File: src/rtl/pipe_hazard_unit_if.sv
// pipe_hazard_unit_if: decode-stage hazard query bundle between the pipeline and the hazard unit
interface pipe_hazard_unit_if #(
  parameter int REG_AW = 5,
  parameter int SEL_W  = 2,
  parameter int CNT_W  = 16
);
  logic              id_valid;
  logic [REG_AW-1:0] id_ra_addr;
  logic              id_use_ra;
  logic [REG_AW-1:0] id_rb_addr;
  logic              id_use_rb;
  logic [REG_AW-1:0] id_rt_addr;
  logic              id_use_rt;
  logic              id_do_reg_write;
  logic [REG_AW-1:0] id_write_addr;
  logic              id_is_load;
  logic              branch_flush;
  logic              stall;
  logic              flush_id;
  logic [SEL_W-1:0]  fwd_ra_sel;
  logic [SEL_W-1:0]  fwd_rb_sel;
  logic [SEL_W-1:0]  fwd_rt_sel;
  logic [SEL_W:0]    inflight;
  logic [CNT_W-1:0]  stall_cnt;
  logic [CNT_W-1:0]  flush_cnt;
  modport master (
    output id_valid, id_ra_addr, id_use_ra, id_rb_addr, id_use_rb, id_rt_addr, id_use_rt,
           id_do_reg_write, id_write_addr, id_is_load, branch_flush,
    input  stall, flush_id, fwd_ra_sel, fwd_rb_sel, fwd_rt_sel, inflight, stall_cnt, flush_cnt
  );
  modport slave (
    input  id_valid, id_ra_addr, id_use_ra, id_rb_addr, id_use_rb, id_rt_addr, id_use_rt,
           id_do_reg_write, id_write_addr, id_is_load, branch_flush,
    output stall, flush_id, fwd_ra_sel, fwd_rb_sel, fwd_rt_sel, inflight, stall_cnt, flush_cnt
  );
endinterface

File: src/rtl/pipe_hazard_unit.sv
// pipe_hazard_unit: in-flight write scoreboard driving forwarding selects, load-use stall and branch flush
module pipe_hazard_unit #(
  parameter int REG_AW     = 5,
  parameter int NUM_STAGES = 3,
  parameter int LOAD_READY = 2,
  parameter int SEL_W      = 2,
  parameter int CNT_W      = 16
) (
  input logic clock,
  input logic reset,
  pipe_hazard_unit_if.slave hz
);
  logic [NUM_STAGES-1:0] v, w, ld;
  logic [REG_AW-1:0]     a [NUM_STAGES];
  logic [REG_AW-1:0]     src [3];
  logic [2:0]            use_s, lu;
  logic [SEL_W-1:0]      sel [3];
  logic [SEL_W:0]        cnt;
  logic [CNT_W-1:0]      stall_cnt, flush_cnt;
  logic                  stall, enter;
  assign src[0] = hz.id_ra_addr;
  assign src[1] = hz.id_rb_addr;
  assign src[2] = hz.id_rt_addr;
  assign use_s  = {hz.id_use_rt, hz.id_use_rb, hz.id_use_ra};
  // Scan oldest to youngest so the youngest matching stage overwrites and wins.
  always_comb begin
    for (int s = 0; s < 3; s++) begin
      sel[s] = '0;
      lu[s]  = 1'b0;
      for (int k = NUM_STAGES - 1; k >= 0; k--)
        if (use_s[s] && v[k] && w[k] && a[k] == src[s] && src[s] != '0) begin
          sel[s] = SEL_W'(k + 1);
          lu[s]  = ld[k] && (k < LOAD_READY);
        end
    end
  end
  always_comb begin
    cnt = '0;
    for (int k = 0; k < NUM_STAGES; k++) cnt = cnt + (SEL_W + 1)'(v[k] & w[k]);
  end
  assign stall = hz.id_valid && |lu && !hz.branch_flush;
  assign enter = hz.id_valid && !stall && !hz.branch_flush;
  always_ff @(posedge clock or negedge reset)
    if (!reset) begin
      v         <= '0;
      w         <= '0;
      ld        <= '0;
      for (int k = 0; k < NUM_STAGES; k++) a[k] <= '0;
      stall_cnt <= '0;
      flush_cnt <= '0;
    end else begin
      v    <= {v[NUM_STAGES-2:0], enter};
      w    <= {w[NUM_STAGES-2:0], hz.id_do_reg_write};
      ld   <= {ld[NUM_STAGES-2:0], hz.id_is_load};
      a[0] <= hz.id_write_addr;
      for (int k = 1; k < NUM_STAGES; k++) a[k] <= a[k-1];
      if (stall && !(&stall_cnt)) stall_cnt <= stall_cnt + CNT_W'(1);
      if (hz.branch_flush && !(&flush_cnt)) flush_cnt <= flush_cnt + CNT_W'(1);
    end
  assign hz.stall      = stall;
  assign hz.flush_id   = hz.branch_flush;
  assign hz.fwd_ra_sel = sel[0];
  assign hz.fwd_rb_sel = sel[1];
  assign hz.fwd_rt_sel = sel[2];
  assign hz.inflight   = cnt;
  assign hz.stall_cnt  = stall_cnt;
  assign hz.flush_cnt  = flush_cnt;
endmodule

File: src/flat_wrapper.sv
// flat-port wrapper written by rule: the top's interface ports become plain ports
module pipe_hazard_unit_flat 
#(
  parameter int REG_AW     = 5,
  parameter int NUM_STAGES = 3,
  parameter int LOAD_READY = 2,
  parameter int SEL_W      = 2,
  parameter int CNT_W      = 16
)
  (clock, reset, hz_id_valid, hz_id_ra_addr, hz_id_use_ra, hz_id_rb_addr, hz_id_use_rb, hz_id_rt_addr, hz_id_use_rt, hz_id_do_reg_write, hz_id_write_addr, hz_id_is_load, hz_branch_flush, hz_stall, hz_flush_id, hz_fwd_ra_sel, hz_fwd_rb_sel, hz_fwd_rt_sel, hz_inflight, hz_stall_cnt, hz_flush_cnt);
  pipe_hazard_unit_if #(.REG_AW(REG_AW), .SEL_W(SEL_W), .CNT_W(CNT_W)) hz_i ();
  input logic clock;
  input logic reset;
  input wire logic [$bits(hz_i.id_valid)-1:0] hz_id_valid;
  input wire logic [$bits(hz_i.id_ra_addr)-1:0] hz_id_ra_addr;
  input wire logic [$bits(hz_i.id_use_ra)-1:0] hz_id_use_ra;
  input wire logic [$bits(hz_i.id_rb_addr)-1:0] hz_id_rb_addr;
  input wire logic [$bits(hz_i.id_use_rb)-1:0] hz_id_use_rb;
  input wire logic [$bits(hz_i.id_rt_addr)-1:0] hz_id_rt_addr;
  input wire logic [$bits(hz_i.id_use_rt)-1:0] hz_id_use_rt;
  input wire logic [$bits(hz_i.id_do_reg_write)-1:0] hz_id_do_reg_write;
  input wire logic [$bits(hz_i.id_write_addr)-1:0] hz_id_write_addr;
  input wire logic [$bits(hz_i.id_is_load)-1:0] hz_id_is_load;
  input wire logic [$bits(hz_i.branch_flush)-1:0] hz_branch_flush;
  output wire logic [$bits(hz_i.stall)-1:0] hz_stall;
  output wire logic [$bits(hz_i.flush_id)-1:0] hz_flush_id;
  output wire logic [$bits(hz_i.fwd_ra_sel)-1:0] hz_fwd_ra_sel;
  output wire logic [$bits(hz_i.fwd_rb_sel)-1:0] hz_fwd_rb_sel;
  output wire logic [$bits(hz_i.fwd_rt_sel)-1:0] hz_fwd_rt_sel;
  output wire logic [$bits(hz_i.inflight)-1:0] hz_inflight;
  output wire logic [$bits(hz_i.stall_cnt)-1:0] hz_stall_cnt;
  output wire logic [$bits(hz_i.flush_cnt)-1:0] hz_flush_cnt;
  assign hz_i.id_valid = hz_id_valid;
  assign hz_i.id_ra_addr = hz_id_ra_addr;
  assign hz_i.id_use_ra = hz_id_use_ra;
  assign hz_i.id_rb_addr = hz_id_rb_addr;
  assign hz_i.id_use_rb = hz_id_use_rb;
  assign hz_i.id_rt_addr = hz_id_rt_addr;
  assign hz_i.id_use_rt = hz_id_use_rt;
  assign hz_i.id_do_reg_write = hz_id_do_reg_write;
  assign hz_i.id_write_addr = hz_id_write_addr;
  assign hz_i.id_is_load = hz_id_is_load;
  assign hz_i.branch_flush = hz_branch_flush;
  assign hz_stall = hz_i.stall;
  assign hz_flush_id = hz_i.flush_id;
  assign hz_fwd_ra_sel = hz_i.fwd_ra_sel;
  assign hz_fwd_rb_sel = hz_i.fwd_rb_sel;
  assign hz_fwd_rt_sel = hz_i.fwd_rt_sel;
  assign hz_inflight = hz_i.inflight;
  assign hz_stall_cnt = hz_i.stall_cnt;
  assign hz_flush_cnt = hz_i.flush_cnt;
  pipe_hazard_unit #(.REG_AW(REG_AW), .NUM_STAGES(NUM_STAGES), .LOAD_READY(LOAD_READY), .SEL_W(SEL_W), .CNT_W(CNT_W)) u_core (.clock(clock), .reset(reset), .hz(hz_i));
endmodule
File: config.mk
export PLATFORM = sky130hd
export DESIGN_NAME = pipe_hazard_unit_flat
export DESIGN_NICKNAME = d
export VERILOG_FILES = /design/src/rtl/pipe_hazard_unit_if.sv /design/src/rtl/pipe_hazard_unit.sv /design/src/flat_wrapper.sv
export SDC_FILE = /design/constraint.sdc
export NUM_CORES = 1
export LEC_CHECK = 0
export ABC_AREA = 1
export ABC_CLOCK_PERIOD_IN_PS = 3900
export CAP_MARGIN = 10
export CORE_AREA = 2 2 91 93
export DETAILED_ROUTE_END_ITERATION = 10
export DIE_AREA = 0 0 93 95
export PLACE_DENSITY = 0.73
export SYNTH_ARGS = -nofsm -noshare
export SYNTH_HDL_FRONTEND = slang
export SYNTH_SLANG_ARGS = --single-unit
File: constraint.sdc
create_clock -name clock -period 3.9 [get_ports clock]
set_input_delay 0.39 -clock clock [delete_from_list [all_inputs] [get_ports clock]]
set_output_delay 0.39 -clock clock [all_outputs]
set_load 0.01 [all_outputs]
; ---- Word-level counts from Yosys, hierarchy flattened
; Cells that the tools add are included.
[word_totals]
regBits = 55
latchBits = 0
ramBits = 0
rom_bits = 0
input_bits = 29
out_inout_bits = 43
elab_cells = 91
memories = 0
[op_classes]
add_sub_neg = 4
mul = 0
div = 0
magnitude_cmp = 0
n_eq_ne = 9
n_shift = 0
mux = 15
n_bitwise = 3
n_reduce_logical = 52
[ops]
columns = op, count
row1 = $eq 5x5->1, 9
row2 = $logic_and 1x1->1, 42
row3 = $add 16x1->16 const B, 2
row4 = $reduce_and 16->1, 2
row5 = $mux 2, 9
row6 = $reduce_bool 5->1, 3
row7 = $add 3x3->3, 2
row8 = $mux 1, 6
row9 = $logic_not 1->1, 4
row10 = $and 1x1->1, 3
row11 = $reduce_or 3->1, 1

; ---- Logic depth before layout (Yosys ltp)
; Gate-level depths: netlist of run 1.
[logic_depth]
word_depth = 12
ltp_mapped = 15
depth_no_buf = 14

; ---- Worst setup path before layout of run 1
; Ideal clock, no wire load.
[synth_path]
path_type = input to output
startpoint = input hz_id_ra_addr[4]
endpoint = output hz_stall
arrival_ns = 1.436
required_ns = 3.510
path_slack_ns = 2.074
stages = 9
path_buffers = 1
path_cell_list = clkbuf_2 xor2_1 nor2_1 nand2_1 nor2_1 nand2_1 nand3_2 nand2_2 a21boi_0
[synth_between]
elab_chain_cells = 8
word_cells_on_any_way = 12
cone_classes = eq/ne: 2 / mux: 2 / reduce/logical: 8
[synth_lines]
columns = item, line
row1 = start: declaration, flat_wrapper.sv:15  ; input wire logic [$bits(hz_i.id_ra_addr)-1:0] hz_id_ra_addr;
row2 = $eq 5x5->1, pipe_hazard_unit.sv:31  ; if (use_s[s] && v[k] && w[k] && a[k] == src[s] && src[s] != '0) begin
row3 = $logic_and 1x1->1 (2 in series), pipe_hazard_unit.sv:31
row4 = $mux 1, pipe_hazard_unit.sv:31
row5 = $mux 1 *, pipe_hazard_unit.sv:31
row6 = $reduce_or 3->1 *, pipe_hazard_unit.sv:41  ; assign stall = hz.id_valid && |lu && !hz.branch_flush;
row7 = $logic_and 1x1->1 * (2 in series), pipe_hazard_unit.sv:41
row8 = end: declaration, flat_wrapper.sv:25  ; output wire logic [$bits(hz_i.stall)-1:0] hz_stall;
; Mark *: on every way between the ends. The rest lies on a longest branch, timed or not.

; ---- Worst setup path after layout of run 1
[layout_path]
startpoint = input hz_id_rb_addr[1]
endpoint = output hz_stall
[layout_between]
elab_chain_cells = 8
word_cells_on_any_way = 12
cone_classes = eq/ne: 2 / mux: 2 / reduce/logical: 8
[layout_lines]
columns = item, line
row1 = start: declaration, flat_wrapper.sv:17  ; input wire logic [$bits(hz_i.id_rb_addr)-1:0] hz_id_rb_addr;
row2 = $eq 5x5->1, pipe_hazard_unit.sv:31
row3 = $logic_and 1x1->1 (2 in series), pipe_hazard_unit.sv:31
row4 = $mux 1, pipe_hazard_unit.sv:31
row5 = $mux 1 *, pipe_hazard_unit.sv:31
row6 = $reduce_or 3->1 *, pipe_hazard_unit.sv:41
row7 = $logic_and 1x1->1 * (2 in series), pipe_hazard_unit.sv:41
; Marked as above.

==> results.cfg, run 1 <==
[run_status]
outcome = complete, no violations

[critical_path]
r2r_cells = 13
r2r-start = u_core.a[8]
r2r-end = u_core.hz.stall_cnt[2]
cp.required_ns = 3.51
path_cells = clkdlybuf4s50_1, nor2_1, nand2_1, nor2_2, nor2_2, nand2_1, nand2_1, nand3_2, nand2_2, a21boi_0, clkdlybuf4s50_1
worstPathArrival_ns = 2.69
regToRegSetupSlack_ns = 1.80
critPathKind = in -> out
max_stage_delay_ns = 0.60
cp_common_cell = nand2_1
cp_slowest_cell = clkdlybuf4s50_1
worstSetupEndpointType = primary output
critPathLaunchType = primary input
cp_max_fo = 5

[placed_design]
dpl_worst_slack_ns = 0.780
finalWeightedCongestion = 0.926
placed_area_um2 = 4110
dp_hpwl_um = 5950
portBuffers = 70
dp.cells = 606

[floorplanning]
die_h_um = 95
fp.coreArea_um2 = 7930
ios = 72
die-area_um2 = 8840
die_x_um = 93
initial_core_util_pct = 42.0
rows = 33

[timing]
finalCritPeriodShare_pct = 79.0
setup_viol = 0
fin_ws_ns = 0.819
period_minus_slack_ns = 3.08
slew_headroom_pct = 61.3
finalHoldViolations = 0
tightest_slew_ns = 0.580
drv_slew = 0
finClkSkew_ns = 0.00940
rsz0062_at_grt = no
tns_ns = 0
max_freq_mhz = 325

[route]
drt_iter0_markers = 85
wl_per_cell_um = 12.6
drc = 0
wl_um = 7720
ant_nets = 0
routed-via-count = 3040
dr.pass1.iters = 5
viasPerCell = 4.95

[cts]
cts-root-buf = clkbuf_8
h-tree-depth = 2
path_clk_slew_ns = 0.10
postCtsHoldBufs = 0
cts.sinks = 55
cts_resized = 0
tritoncts = done
clk_latency_ns = 0.30
clockBufferDepth = 2
cts_setup_buffers = 0
cts-buffers-inserted = 5

[power_and_ir_drop]
vdd.ir_drop.worst_v = 0.000302
leakage_uw = 0.00194
powerDensity_nw_per_um2 = 325

[synthesis]
synth_area_um2 = 3330
synthCells = 438
seq_area_frac_synth_pct = 41.3
ys_ff_latch = 55
synth.distinct_cells = 33
synth-async-reset-ratio_pct = 100
syn_nets = 470
synth_edf_count = 0
syn_avg_cell_area_um2 = 7.61
synth_top_flop_cell = dfrtp_1
yosysWarnings = 0

[grt]
gr-total-overflow = 0
grt_first_pass_wirelength_um = 13000
antenna_found_initial = 0
grt_pass1_vias = 2946
grt_max_degree = 30
track_usage_pct = 18.4

[job]
maxCapViolCount = 0

[finish]
final_cell_mix = nand2_1 (131), clkdlybuf4s50_1 (69), dfrtp_1 (55)
diodes = 0
design_area_um2 = 4230
syn_to_final_growth_pct = 26.9
layout-drive-gt1-share_pct = 7.86
final_common_cell = nand2_1
fin_util_pct = 53.3
stdcell_count = 614
nets = 540

[min_path]
hold_class = in -> async
==> Yosys cell counts (2+ instances only) <==
master    instances  share of area, %
o21ai_0           3              0.45
nand3_2           3              0.90
ha_1              2              0.75
nor4_1            4              0.75
dfrtp_1          55                41
buf_4             2              0.45
nor2_2            5              0.94
inv_1            48               5.4
nor3_1            8               1.2
nor2_1           42               4.7
buf_2             2              0.30
nand2_1         131                15
nand3_1          26               3.9
nand2_2           4              0.75
nand4_1          24               4.5
nor3_2            5               1.5
a21oi_1           2              0.30
inv_2            11               1.2
xnor2_1          24               6.3
clkbuf_1          2              0.23
xor2_1           23               6.0
==> worst max-delay path, delay by kind of cell <==
kind / cells / cell delay, ns
and+or+nand+nor: 8 / 0.89
AOI/OAI and AO/OA: 1 / 0.29
buffers and inverters: 2 / 1.13
==> cells by family (layout without fill, tap and decap cells) <==
logic type / Yosys count / after routing / synth area share (%)
XOR/XNOR: 47 / 47 / 12.4
multiplexers: 1 / 1 / 0.338
buffers and inverters: 68 / 139 / 8.56
adder cells (fa/ha/maj): 3 / 3 / 1.35
other: 1 / 1 / 0.113
flip-flops: 55 / 55 / 41.3
AND/OR/NAND/NOR: 255 / 255 / 34.6
AO/OA/AOI/OAI: 8 / 8 / 1.35
==> cell type report <==
class	count	area [um2]
clock inverters	2	35.0
inverters	59	221
well taps	105	131
clock buffers	6	82.6
repair buffers	72	711
fillers	788	3700
flip-flops and latches	55	1380
multi-input cells	315	1670
==> metal layers <==
| metal | vias to the layer above | global-route usage, % | wire length (um) |
|---|---|---|---|
| li1 | 1513 | - | - |
| met1 | 1409 | 23.3 | 3560 |
| met2 | 97 | 31.6 | 3560 |
| met3 | 21 | 3.59 | 426 |
| met4 | 0 | 6.13 | 170 |
| met5 | - | 0 | 0 |
==> state kept, by name (all words and copies together) (netlist names) <==
signal               flops
u_core.hz.flush_cnt     16
u_core.hz.stall_cnt     16
u_core.a                15
u_core.v                 3
u_core.w                 3
u_core.ld                2
==> metrics by stage <==
step,total power [uW],hold slack (ns)
final,1370,0.0777
after CTS,1390,0.0859
after global routing,1450,0.112
after global placement,992,0.364
after detailed placement,998,0.361
after floorplan,835,0.0944
==> worst max-delay path by stage <==
stage	slack, ns	cells after the start	from	end
global route	0.59	12	hz_id_rb_addr[0]	hz_stall
finish	0.82	11	hz_id_rb_addr[1]	hz_stall
detailed placement	0.78	11	hz_id_rt_addr[0]	hz_stall
floorplan	2.07	9	hz_id_ra_addr[4]	hz_stall
global placement	0.83	11	hz_id_rt_addr[0]	hz_stall
CTS	0.78	11	hz_id_rt_addr[0]	hz_stall
==> power by group <==
part           total [uW]  switching [uW]  internal (uW)  leakage [uW]
registers             682            64.0            619      0.000689
clock network         386             178            208     0.0000612
logic                 303             145            158       0.00119
No activity file was read; power rests on OpenSTA's default activity.
==> run 2, diff against run 1 <==
Settings changed: ABC_CLOCK_PERIOD_IN_PS 3900 to 2900.
Clock period 3.9 ns to 2.9 ns, I/O delays scaled along.
==> results.cfg, run 2 (synthesis results as in run 1) <==
[timing]
finalHoldViolations = 0
rsz0062_at_grt = no
tightest_slew_ns = 0.729
finalCritPeriodShare_pct = 97.0
finClkSkew_ns = 0.00801
hold_slack_ns = 0.0244
slew_headroom_pct = 51.4
drv_slew = 0
setup_viol = 0
max_freq_mhz = 355
period_minus_slack_ns = 2.81

[power_and_ir_drop]
power_frac_comb_pct = 23.3
swShare_pct = 30.7
powerDensity_nw_per_um2 = 419
power_frac_clock_pct = 24.8
p_seq_share_pct = 51.8
internal_power_uw = 1220
leakage_uw = 0.00195
power_switching_uw = 542
vdd.ir_drop.worst_v = 0.000367

[cts]
cts-buffers-inserted = 5
cts.sinks = 55
h-tree-depth = 2
clk_latency_ns = 0.31
path_clk_slew_ns = 0.10
tritoncts = done
postCtsHoldBufs = 0
clockBufferDepth = 2
cts-root-buf = clkbuf_8

[grt]
antenna_found_initial = 0
grt_pass1_vias = 2970
track_usage_pct = 18.4
gr-total-overflow = 0
grt_max_degree = 34
grt_first_pass_wirelength_um = 13000

[critical_path]
cp.required_ns = 2.61
cp_common_cell = clkdlybuf4s50_1
path_cells = clkdlybuf4s50_1, xor2_1, nor4_1, nand4_1, o31ai_1, clkdlybuf4s50_1
critPathLaunchType = primary input
r2r-start = u_core.a[8]
cp-startpoint = hz_id_rt_addr[0]
worstPathArrival_ns = 2.52
critPathKind = in -> out
max_stage_delay_ns = 0.61
worstSetupEndpointType = primary output
cp_max_fo = 5
cp_slowest_cell = clkdlybuf4s50_1

[placed_design]
finalWeightedCongestion = 0.966
portBuffers = 70
placed_area_um2 = 4120
dp_hpwl_um = 6000

[route]
wl_per_cell_um = 12.7
wl_um = 7810
viasPerCell = 4.87
routed-via-count = 2994
drc = 0
dr.pass1.iters = 5
drt_iter0_markers = 120
ant_nets = 0

[floorplanning]
fp.coreArea_um2 = 7930
die-area_um2 = 8840
die_x_um = 93
ios = 72
die_h_um = 95
initial_core_util_pct = 42.0
rows = 33

[min_path]
hold_class = in -> async

[job]
maxCapViolCount = 0

[finish]
final_cell_mix = nand2_1 (131), clkdlybuf4s50_1 (68), dfrtp_1 (55)
top_regs = u_core.hz.flush_cnt (16), u_core.hz.stall_cnt (16), u_core.a (15)
diodes = 0
final_common_cell = nand2_1
syn_to_final_growth_pct = 26.5
fin_util_pct = 53.2
nets = 541
layout-drive-gt1-share_pct = 8.43
design_area_um2 = 4220

[run_status]
outcome = complete, no violations
-- run 2: cell count changes in the layout (fill, tap and decap cells not counted), sizes merged --
cell	before	now
inv	59	61
buf	3	4
clkbuf	6	5
clkdlybuf4s50	69	68
bufinv	1	0
dlymetal6s2s	0	1
-- run 2: critical path: cells and delay by family --
family                    cells  cell delay [ns]
and+or+nand+nor               2             0.51
buffers and inverters         2             1.17
AOI/OAI and AO/OA             1             0.34
xor gates and xnor gates      1             0.21
-- run 2: path summary, 6_finish.rpt --
path / slack, ns / end / cells after the start
max: 0.09 / hz_fwd_rt_sel[0] / 6
max in group asynchronous: 2.19 / u_core.hz.stall_cnt[4] / 2
min in group clock: 0.38 / u_core.v[1] / 0
min reg2reg: 0.38 / u_core.v[1] / 0
max reg2reg: 0.74 / u_core.hz.stall_cnt[2] / 13
min: 0.02 / u_core.a[0] / 1
-- run 2: repair_timing --
item	in CTS	in global routing
setup endpoints to repair	1	1
resized for setup	1	3
buffers inserted	0	0
pin swaps	0	0
-- run 2: metal layers --
| layer | track usage, % | part of all wire (%) | routed length (um) |
|---|---|---|---|
| met1 | 22.9 | 45 | 3510 |
| met2 | 32.2 | 48 | 3760 |
| met4 | 6.00 | 1.7 | 134 |
| met3 | 3.43 | 5.1 | 398 |
| met5 | 0 | 0 | 0 |
-- run 2: layout make-up --
class / instances / area, um2
repair buffers: 73 / 721
clock buffers: 5 / 68.8
fillers: 764 / 3710
clock inverters: 3 / 22.5
multi-input cells: 315 / 1680
well taps: 105 / 131
flip-flops and latches: 55 / 1380
inverters: 59 / 221
-- run 2: through the flow --
step | TNS (ns) | total power [uW] | instances | worst slack [ns]
after global placement | 0 | 1340 | 607 | 0.0366
after CTS | 0 | 1790 | 615 | 0.00719
after detailed placement | -0.0390 | 1340 | 607 | -0.0390
final | 0 | 1760 | 615 | 0.0866
after floorplan | 0 | 1120 | 438 | 1.22
after global routing | 0 | 1870 | 615 | 0.0132
-- run 2: power by group through the flow --
| stage | combinational, uW | clock [uW] | sequential, uW |
|---|---|---|---|
| 2_1_floorplan | 184 | 0 | 940 |
| 3_3_place_gp | 405 | 0 | 930 |
| 3_5_place_dp | 412 | 0 | 931 |
| 4_1_cts | 417 | 457 | 917 |
| 5_1_grt | 455 | 484 | 928 |
| 6_report | 412 | 438 | 915 |
==> run 3, diff against run 2 <==
Settings changed: CTS_CLUSTER_SIZE from default to 28.
==> results of run 3 <==
No change in the layout: final DEF, timing and power equal those of run 2.
